[config.mk]
export PLATFORM = sky130hd
export DESIGN_NAME = reg_status_table_flat
export DESIGN_NICKNAME = d
export VERILOG_FILES = /design/src/rtl/reg_status_table_pkg.sv /design/src/rtl/reg_status_table_if.sv /design/src/rtl/reg_status_table_regfile.sv /design/src/rtl/reg_status_table.sv /design/src/flat_wrapper.sv
export SDC_FILE = /design/constraint.sdc
export NUM_CORES = 2
export LEC_CHECK = 0
export ABC_AREA = 0
export BUFFER_PORTS_ARGS = -buffer_cell sky130_fd_sc_hd__buf_2
export CAP_MARGIN = 25
export CORE_MARGIN = 4
export CORE_UTILIZATION = 41
export DETAILED_ROUTE_END_ITERATION = 8
export PLACE_DENSITY = 0.57
export SKIP_CTS_REPAIR_TIMING = 1
export SLEW_MARGIN = 30
export SYNTH_ARGS = -nofsm -noshare
export SYNTH_HDL_FRONTEND = slang
export SYNTH_SLANG_ARGS = --single-unit
export TNS_END_PERCENT = 100
[constraint.sdc]
create_clock -name clk -period 3.5 [get_ports clk]
set_input_delay 0.175 -clock clk [delete_from_list [all_inputs] [get_ports clk]]
set_output_delay 0.175 -clock clk [all_outputs]
set_load 0.01 [all_outputs]
[src/rtl/reg_status_table_pkg.sv]
// Shared out-of-order core types: ROB tag, architectural register address and data widths.
package ooo_pkg;
    localparam int TAG_W      = 5;
    localparam int DATA_W     = 32;
    localparam int REG_ADDR_W = 5;
    localparam int NUM_REGS   = 32;

    typedef logic [TAG_W-1:0]      tag_t;
    typedef logic [REG_ADDR_W-1:0] reg_addr_t;
    typedef logic [DATA_W-1:0]     data_t;

    // Resolved operand: either a ready value or the ROB tag to wait on.
    typedef struct packed {
        logic  ready;
        data_t val;
        tag_t  tag;
    } src_res_t;
endpackage

[src/rtl/reg_status_table_if.sv]
// Issue/lookup and commit bundle between the front end, the rename table and the ROB.
interface reg_status_table_if;
    import ooo_pkg::*;

    logic      issue_valid;
    logic      rob_full;
    tag_t      issue_tag;
    reg_addr_t dest_reg;
    reg_addr_t src1_reg;
    reg_addr_t src2_reg;
    logic      src1_ready;
    data_t     src1_val;
    tag_t      src1_tag;
    logic      src2_ready;
    data_t     src2_val;
    tag_t      src2_tag;
    logic      issue_accept;
    logic      commit_valid;
    tag_t      commit_tag;
    reg_addr_t commit_addr;
    data_t     commit_val;
    logic      flush;

    modport master (
        output issue_valid, rob_full, issue_tag, dest_reg, src1_reg, src2_reg,
        output commit_valid, commit_tag, commit_addr, commit_val, flush,
        input  src1_ready, src1_val, src1_tag, src2_ready, src2_val, src2_tag, issue_accept
    );

    modport slave (
        input  issue_valid, rob_full, issue_tag, dest_reg, src1_reg, src2_reg,
        input  commit_valid, commit_tag, commit_addr, commit_val, flush,
        output src1_ready, src1_val, src1_tag, src2_ready, src2_val, src2_tag, issue_accept
    );
endinterface

[src/rtl/reg_status_table_regfile.sv]
// Architectural register file: one synchronous write port, two asynchronous read ports, r0 reads zero.
module arch_regfile
    import ooo_pkg::*;
#(
    parameter int NUM_REGS = ooo_pkg::NUM_REGS
) (
    input  logic      clk,
    input  logic      rst,
    input  logic      we,
    input  reg_addr_t waddr,
    input  data_t     wdata,
    input  reg_addr_t raddr1,
    output data_t     rdata1,
    input  reg_addr_t raddr2,
    output data_t     rdata2
);
    data_t mem [NUM_REGS];

    assign mem[0] = '0;

    generate
        for (genvar gi = 1; gi < NUM_REGS; gi++) begin : g_reg
            localparam reg_addr_t ADDR = reg_addr_t'(gi);
            data_t val_reg;

            always_ff @(posedge clk) begin
                if (rst) begin
                    val_reg <= '0;
                end else if (we && (waddr == ADDR)) begin
                    val_reg <= wdata;
                end
            end

            assign mem[gi] = val_reg;
        end
    endgenerate

    assign rdata1 = mem[raddr1];
    assign rdata2 = mem[raddr2];
endmodule

[src/rtl/reg_status_table.sv]
// Rename / operand-fetch stage: per-register busy bit and newest producer tag, with commit bypass.
module reg_status_table
    import ooo_pkg::*;
#(
    parameter int NUM_REGS = ooo_pkg::NUM_REGS
) (
    input logic               clk,
    input logic               rst,
    reg_status_table_if.slave bus
);
    logic     busy [NUM_REGS];
    tag_t     tag  [NUM_REGS];
    data_t    rd1;
    data_t    rd2;
    logic     accept;
    logic     commit_we;
    src_res_t res1;
    src_res_t res2;

    assign accept    = bus.issue_valid & ~bus.rob_full & ~bus.flush;
    assign commit_we = bus.commit_valid & (bus.commit_addr != '0);

    arch_regfile #(.NUM_REGS(NUM_REGS)) u_regfile (
        .clk    (clk),
        .rst    (rst),
        .we     (commit_we),
        .waddr  (bus.commit_addr),
        .wdata  (bus.commit_val),
        .raddr1 (bus.src1_reg),
        .rdata1 (rd1),
        .raddr2 (bus.src2_reg),
        .rdata2 (rd2)
    );

    assign busy[0] = 1'b0;
    assign tag[0]  = '0;

    generate
        for (genvar gi = 1; gi < NUM_REGS; gi++) begin : g_status
            localparam reg_addr_t ADDR = reg_addr_t'(gi);
            logic busy_reg;
            tag_t tag_reg;

            // A rename always beats a same-cycle commit; a commit only clears its own producer.
            always_ff @(posedge clk) begin
                if (rst) begin
                    busy_reg <= 1'b0;
                    tag_reg  <= '0;
                end else if (bus.flush) begin
                    busy_reg <= 1'b0;
                end else if (accept && (bus.dest_reg == ADDR)) begin
                    busy_reg <= 1'b1;
                    tag_reg  <= bus.issue_tag;
                end else if (commit_we && (bus.commit_addr == ADDR) && (tag_reg == bus.commit_tag)) begin
                    busy_reg <= 1'b0;
                end
            end

            assign busy[gi] = busy_reg;
            assign tag[gi]  = tag_reg;
        end
    endgenerate

    function automatic src_res_t resolve(reg_addr_t src, logic busy_s, tag_t tag_s, data_t rf_s);
        src_res_t r;
        r.ready = 1'b1;
        r.val   = rf_s;
        r.tag   = '0;
        if (src == '0) begin
            r.val = '0;
        end else if (bus.commit_valid && (bus.commit_addr == src) && (bus.commit_tag == tag_s) && busy_s) begin
            r.val = bus.commit_val;
        end else if (busy_s) begin
            r.ready = 1'b0;
            r.val   = '0;
            r.tag   = tag_s;
        end
        return r;
    endfunction

    always_comb begin
        res1 = resolve(bus.src1_reg, busy[bus.src1_reg], tag[bus.src1_reg], rd1);
        res2 = resolve(bus.src2_reg, busy[bus.src2_reg], tag[bus.src2_reg], rd2);
    end

    assign bus.src1_ready   = res1.ready;
    assign bus.src1_val     = res1.val;
    assign bus.src1_tag     = res1.tag;
    assign bus.src2_ready   = res2.ready;
    assign bus.src2_val     = res2.val;
    assign bus.src2_tag     = res2.tag;
    assign bus.issue_accept = accept;
endmodule

[src/flat_wrapper.sv]
// flat-port wrapper written by rule: the top's interface ports become plain ports
module reg_status_table_flat import ooo_pkg::*;
#(
    parameter int NUM_REGS = ooo_pkg::NUM_REGS
)
  (clk, rst, bus_issue_valid, bus_rob_full, bus_issue_tag, bus_dest_reg, bus_src1_reg, bus_src2_reg, bus_commit_valid, bus_commit_tag, bus_commit_addr, bus_commit_val, bus_flush, bus_src1_ready, bus_src1_val, bus_src1_tag, bus_src2_ready, bus_src2_val, bus_src2_tag, bus_issue_accept);
  reg_status_table_if bus_i ();
  input logic clk;
  input logic rst;
  input wire logic [$bits(bus_i.issue_valid)-1:0] bus_issue_valid;
  input wire logic [$bits(bus_i.rob_full)-1:0] bus_rob_full;
  input wire logic [$bits(bus_i.issue_tag)-1:0] bus_issue_tag;
  input wire logic [$bits(bus_i.dest_reg)-1:0] bus_dest_reg;
  input wire logic [$bits(bus_i.src1_reg)-1:0] bus_src1_reg;
  input wire logic [$bits(bus_i.src2_reg)-1:0] bus_src2_reg;
  input wire logic [$bits(bus_i.commit_valid)-1:0] bus_commit_valid;
  input wire logic [$bits(bus_i.commit_tag)-1:0] bus_commit_tag;
  input wire logic [$bits(bus_i.commit_addr)-1:0] bus_commit_addr;
  input wire logic [$bits(bus_i.commit_val)-1:0] bus_commit_val;
  input wire logic [$bits(bus_i.flush)-1:0] bus_flush;
  output wire logic [$bits(bus_i.src1_ready)-1:0] bus_src1_ready;
  output wire logic [$bits(bus_i.src1_val)-1:0] bus_src1_val;
  output wire logic [$bits(bus_i.src1_tag)-1:0] bus_src1_tag;
  output wire logic [$bits(bus_i.src2_ready)-1:0] bus_src2_ready;
  output wire logic [$bits(bus_i.src2_val)-1:0] bus_src2_val;
  output wire logic [$bits(bus_i.src2_tag)-1:0] bus_src2_tag;
  output wire logic [$bits(bus_i.issue_accept)-1:0] bus_issue_accept;
  assign bus_i.issue_valid = bus_issue_valid;
  assign bus_i.rob_full = bus_rob_full;
  assign bus_i.issue_tag = bus_issue_tag;
  assign bus_i.dest_reg = bus_dest_reg;
  assign bus_i.src1_reg = bus_src1_reg;
  assign bus_i.src2_reg = bus_src2_reg;
  assign bus_i.commit_valid = bus_commit_valid;
  assign bus_i.commit_tag = bus_commit_tag;
  assign bus_i.commit_addr = bus_commit_addr;
  assign bus_i.commit_val = bus_commit_val;
  assign bus_i.flush = bus_flush;
  assign bus_src1_ready = bus_i.src1_ready;
  assign bus_src1_val = bus_i.src1_val;
  assign bus_src1_tag = bus_i.src1_tag;
  assign bus_src2_ready = bus_i.src2_ready;
  assign bus_src2_val = bus_i.src2_val;
  assign bus_src2_tag = bus_i.src2_tag;
  assign bus_issue_accept = bus_i.issue_accept;
  reg_status_table #(.NUM_REGS(NUM_REGS)) u_core (.clk(clk), .rst(rst), .bus(bus_i));
endmodule
==> impl_metrics.toml <==
[outcome]
run_status = "finished with violations"
violations = "negative hold slack, negative setup slack"

[final_layout]
areaGrowthSynthToFinish_pct = 13.7
layout_common_cells = "sky130_fd_sc_hd__nand2_1, sky130_fd_sc_hd__dfxtp_1, sky130_fd_sc_hd__a21oi_1, sky130_fd_sc_hd__mux4_2, sky130_fd_sc_hd__nor2_1"
layout.cells.most_common = "sky130_fd_sc_hd__nand2_1"
final-seq-area_um2 = 23600
largest_register_ff_count = 992
post_route_cells_drive_above_1_share = 0.198
multiInputGateArea_um2 = 37200
filler_cell_count = 14266
finalCoreUtilization = 0.471
final-instance-count-excl-fill = 9122
finalNetCount = 7055

[yosys]
synth.net_count = 7232
synth-warning-count = 0
main_combinational_cell_family_by_area_after_synthesis = "multiplexers"
yosys.area_share.adder = 0
synth_compound_area_frac = 0.135
yosysSeqAreaShare = 0.373
summed_instance_area_of_the_synthesized_netlist_um2 = 63200
synthArstFlopShare = 0
synth.area.mux_share = 0.249
post_synth_xor_area_fraction = 0.0240
number_of_flops_mapped_to_enable_cells_by_yosys = 0
netlist_instances = 7164
post_synth_and_or_nand_nor_area_fraction = 0.166
synth-seq-cells = 1178
distinct_cell_type_count_of_the_synthesized_netlist = 64
synthFlopType = "sky130_fd_sc_hd__dfxtp_1"
syn_area_per_cell_um2 = 8.82

[clock_network]
cts.path.max_buffers = 3
cts_sinks = 1178
cts_htree_levels = 4
cts_root_buffer = "sky130_fd_sc_hd__clkbuf_16"
tritoncts_clock_tree = "yes"
tritoncts.num_buffers = 136
path_clk_slew_ns = 0.06
worstSkewPairLatency_ns = 0.77

[placement]
detailedPlace.worstSlack_ns = 0.121
dp_cells = 8851
dp.final_hpwl_mm = 158
gpl.final_weighted_congestion = 0.969
total_of_buffers_placed_on_input_and_output_ports = 144

[die]
die_height_um = 401
die_width_um = 401
placementRows = 143
fp.dieArea_um2 = 160000
start_util = 0.414
core_region_area_um2 = 153000
ioPinCount = 145

[setup_path]
critPathBufInv = 3
crit_end = "bus_src1_val[13]"
startpoint = "u_core.g_status[25].tag_reg[4]"
startpoint_class_of_the_critical_path = "flip-flop"
crit_path_end_kind = "primary output"
worst-setup-path-type = "reg2out"
crit-reg2reg-capture = "u_core.g_status[23].busy_reg"
timing.critical_path.arrival_ns = 3.65
path_common_cell = "sky130_fd_sc_hd__mux4_2"
cp_data_required_time_ns = 3.32
critical_path_cell_count = 9
worst-path-max-fanout = 14
reg_to_reg_start = "u_core.g_status[23].tag_reg[3]"
timing.reg2reg.setup_slack_ns = 2.20
cell_with_the_largest_stage_delay_on_the_worst_path = "sky130_fd_sc_hd__mux4_2"
rr_worst_depth = 5
crit_path_max_incr_delay_ns = 0.54
critPathTopFamily = "multiplexers"
crit_path_cell_trace = "mux4_2, mux4_2, o21ai_4, xnor2_2, nor3_4, buf_4, clkbuf_16, a41o_1, buf_2"

[timing]
finalWorstPathRequiredPeriod_ns = 3.82
slew_viol_final = 0
finalSetupViolations = 61
hold_violations = 6
rsz_0062_raised_after_global_routing = "yes"
worst_clock_skew_ns = 0.0162
max_slew.worst_pin.slew_ns = 1.07
fin_worst_hold_slack_ns = -0.0157
timing.max_slew.rel_slack = 0.287
post-route-period-util = 1.09
timing.fmax_mhz = 262
setup_ws_ns = -0.321

[drt]
drt_iter0_markers = 8319
vias_per_cell = 6.33
remaining_drc_errors = 0
residual_antenna_violating_net_count_after_detailed_routing = 0
firstDrtPassIters = 6
dr_total_vias = 57782
post_drt_wl_per_cell_um = 29.0
postRouteWirelength_mm = 265

[global_routing]
number_of_antenna_violations_at_the_first_check_in_global_routing = 7
grt_pass1_wl_mm = 379
pin_count_of_the_biggest_net_entering_global_routing = 189
groute.usage.overall = 0.314
first_global_vias = 55132
grt-ovfl-total = 0

[power_and_ir_drop]
peak_supply_drop_mv = 0.596
power_frac_seq = 0.434
cell_internal_pwr_mw = 22.9
design_power_total_mw = 31.2
p_switching_mw = 8.34
leakage_nw = 24.5
swShare = 0.267
power.density_cell_area_nw_per_um2 = 435
comb_power_share = 0.102
power.share.clock = 0.464

[min_path]
timing.hold.worst.class = "in2reg"

[run]
max_cap_viol_count = 0
[Yosys cell counts (41+ instances only)]
master                     number  area (µm²)
sky130_fd_sc_hd__buf_2         86         430
sky130_fd_sc_hd__mux2_2        67         754
sky130_fd_sc_hd__a221oi_1      41         359
sky130_fd_sc_hd__xnor2_1       90         788
sky130_fd_sc_hd__clkbuf_1     562        2110
sky130_fd_sc_hd__a211oi_1      46         345
sky130_fd_sc_hd__mux2i_1      292        2920
sky130_fd_sc_hd__nand2_1     2160        8110
sky130_fd_sc_hd__buf_4         56         420
sky130_fd_sc_hd__nor2_1       332        1250
sky130_fd_sc_hd__a21oi_1     1118        5600
sky130_fd_sc_hd__dfxtp_1     1178       23600
sky130_fd_sc_hd__nand3_1       77         385
sky130_fd_sc_hd__a41o_1        65         651
sky130_fd_sc_hd__mux4_2       534       12000
sky130_fd_sc_hd__xor2_1        83         727
[area by class of cell]
| class | instances | area share |
|---|---|---|
| well taps | 2030 | 0.0354 |
| flip-flops and latches | 1178 | 0.329 |
| clock buffers | 203 | 0.0555 |
| diodes | 4 | 0.000139 |
| clock inverters | 36 | 0.00622 |
| multi-input cells | 5223 | 0.518 |
| inverters | 6 | 0.000348 |
| repair buffers | 442 | 0.0555 |
[power groups by stage]
stage	Sequential [mW]	Combinational, mW	Clock (mW)
floorplan	13.8	1.81	0
global placement	13.9	2.91	0
global route	13.6	3.27	15.2
detailed placement	13.9	2.91	0
finish	13.6	3.19	14.5
CTS	13.6	2.92	14.6
[worst register-to-register path, cell delays in order, from the launching register on]
cell and delay [ns]:
sky130_fd_sc_hd__dfxtp_1 0.50, sky130_fd_sc_hd__xor2_1 0.12, sky130_fd_sc_hd__nor3_1 0.22, sky130_fd_sc_hd__nand4_1 0.10, sky130_fd_sc_hd__a21oi_1 0.17, sky130_fd_sc_hd__nor2_1 0.05
[cells by family after synthesis]
family	Yosys count
XOR/XNOR	173
flip-flops	1178
buffers and inverters	765
AND/OR/NAND/NOR	2689
multiplexers	894
AO/OA/AOI/OAI	1465
[how the worst min path moves through the flow]
stage	startpoint	to	slack, ns	cells past startpoint
detailed placement	u_core.u_regfile.g_reg[30].val_reg[0]	u_core.u_regfile.g_reg[30].val_reg[0]	0.46	2
floorplan	bus_issue_tag[0]	u_core.g_status[16].tag_reg[0]	0.32	2
global route	bus_commit_val[26]	u_core.u_regfile.g_reg[28].val_reg[26]	0.001	3
finish	bus_commit_val[14]	u_core.u_regfile.g_reg[29].val_reg[14]	-0.02	3
global placement	u_core.u_regfile.g_reg[28].val_reg[3]	u_core.u_regfile.g_reg[28].val_reg[3]	0.45	2
CTS	rst	u_core.u_regfile.g_reg[7].val_reg[30]	-0.19	2
[per-layer routing]
| layer | global-route usage | share of wire |
|---|---|---|
| met1 | 0.418 | 0.39 |
| met2 | 0.475 | 0.44 |
| met3 | 0.0837 | 0.12 |
| met4 | 0.148 | 0.050 |
| met5 | 0 | 0.00069 |
[per-stage QoR]
step                setup TNS, ns  hold WS [ns]  area [µm²]
floorplan                       0         0.322       63200
global placement                0         0.449       66300
detailed placement              0         0.455       66300
CTS                        -18.90        -0.194       70700
global route               -11.98       0.00142       71800
finish                      -9.31       -0.0157       71800
No activity file was read; power rests on OpenSTA's default activity.
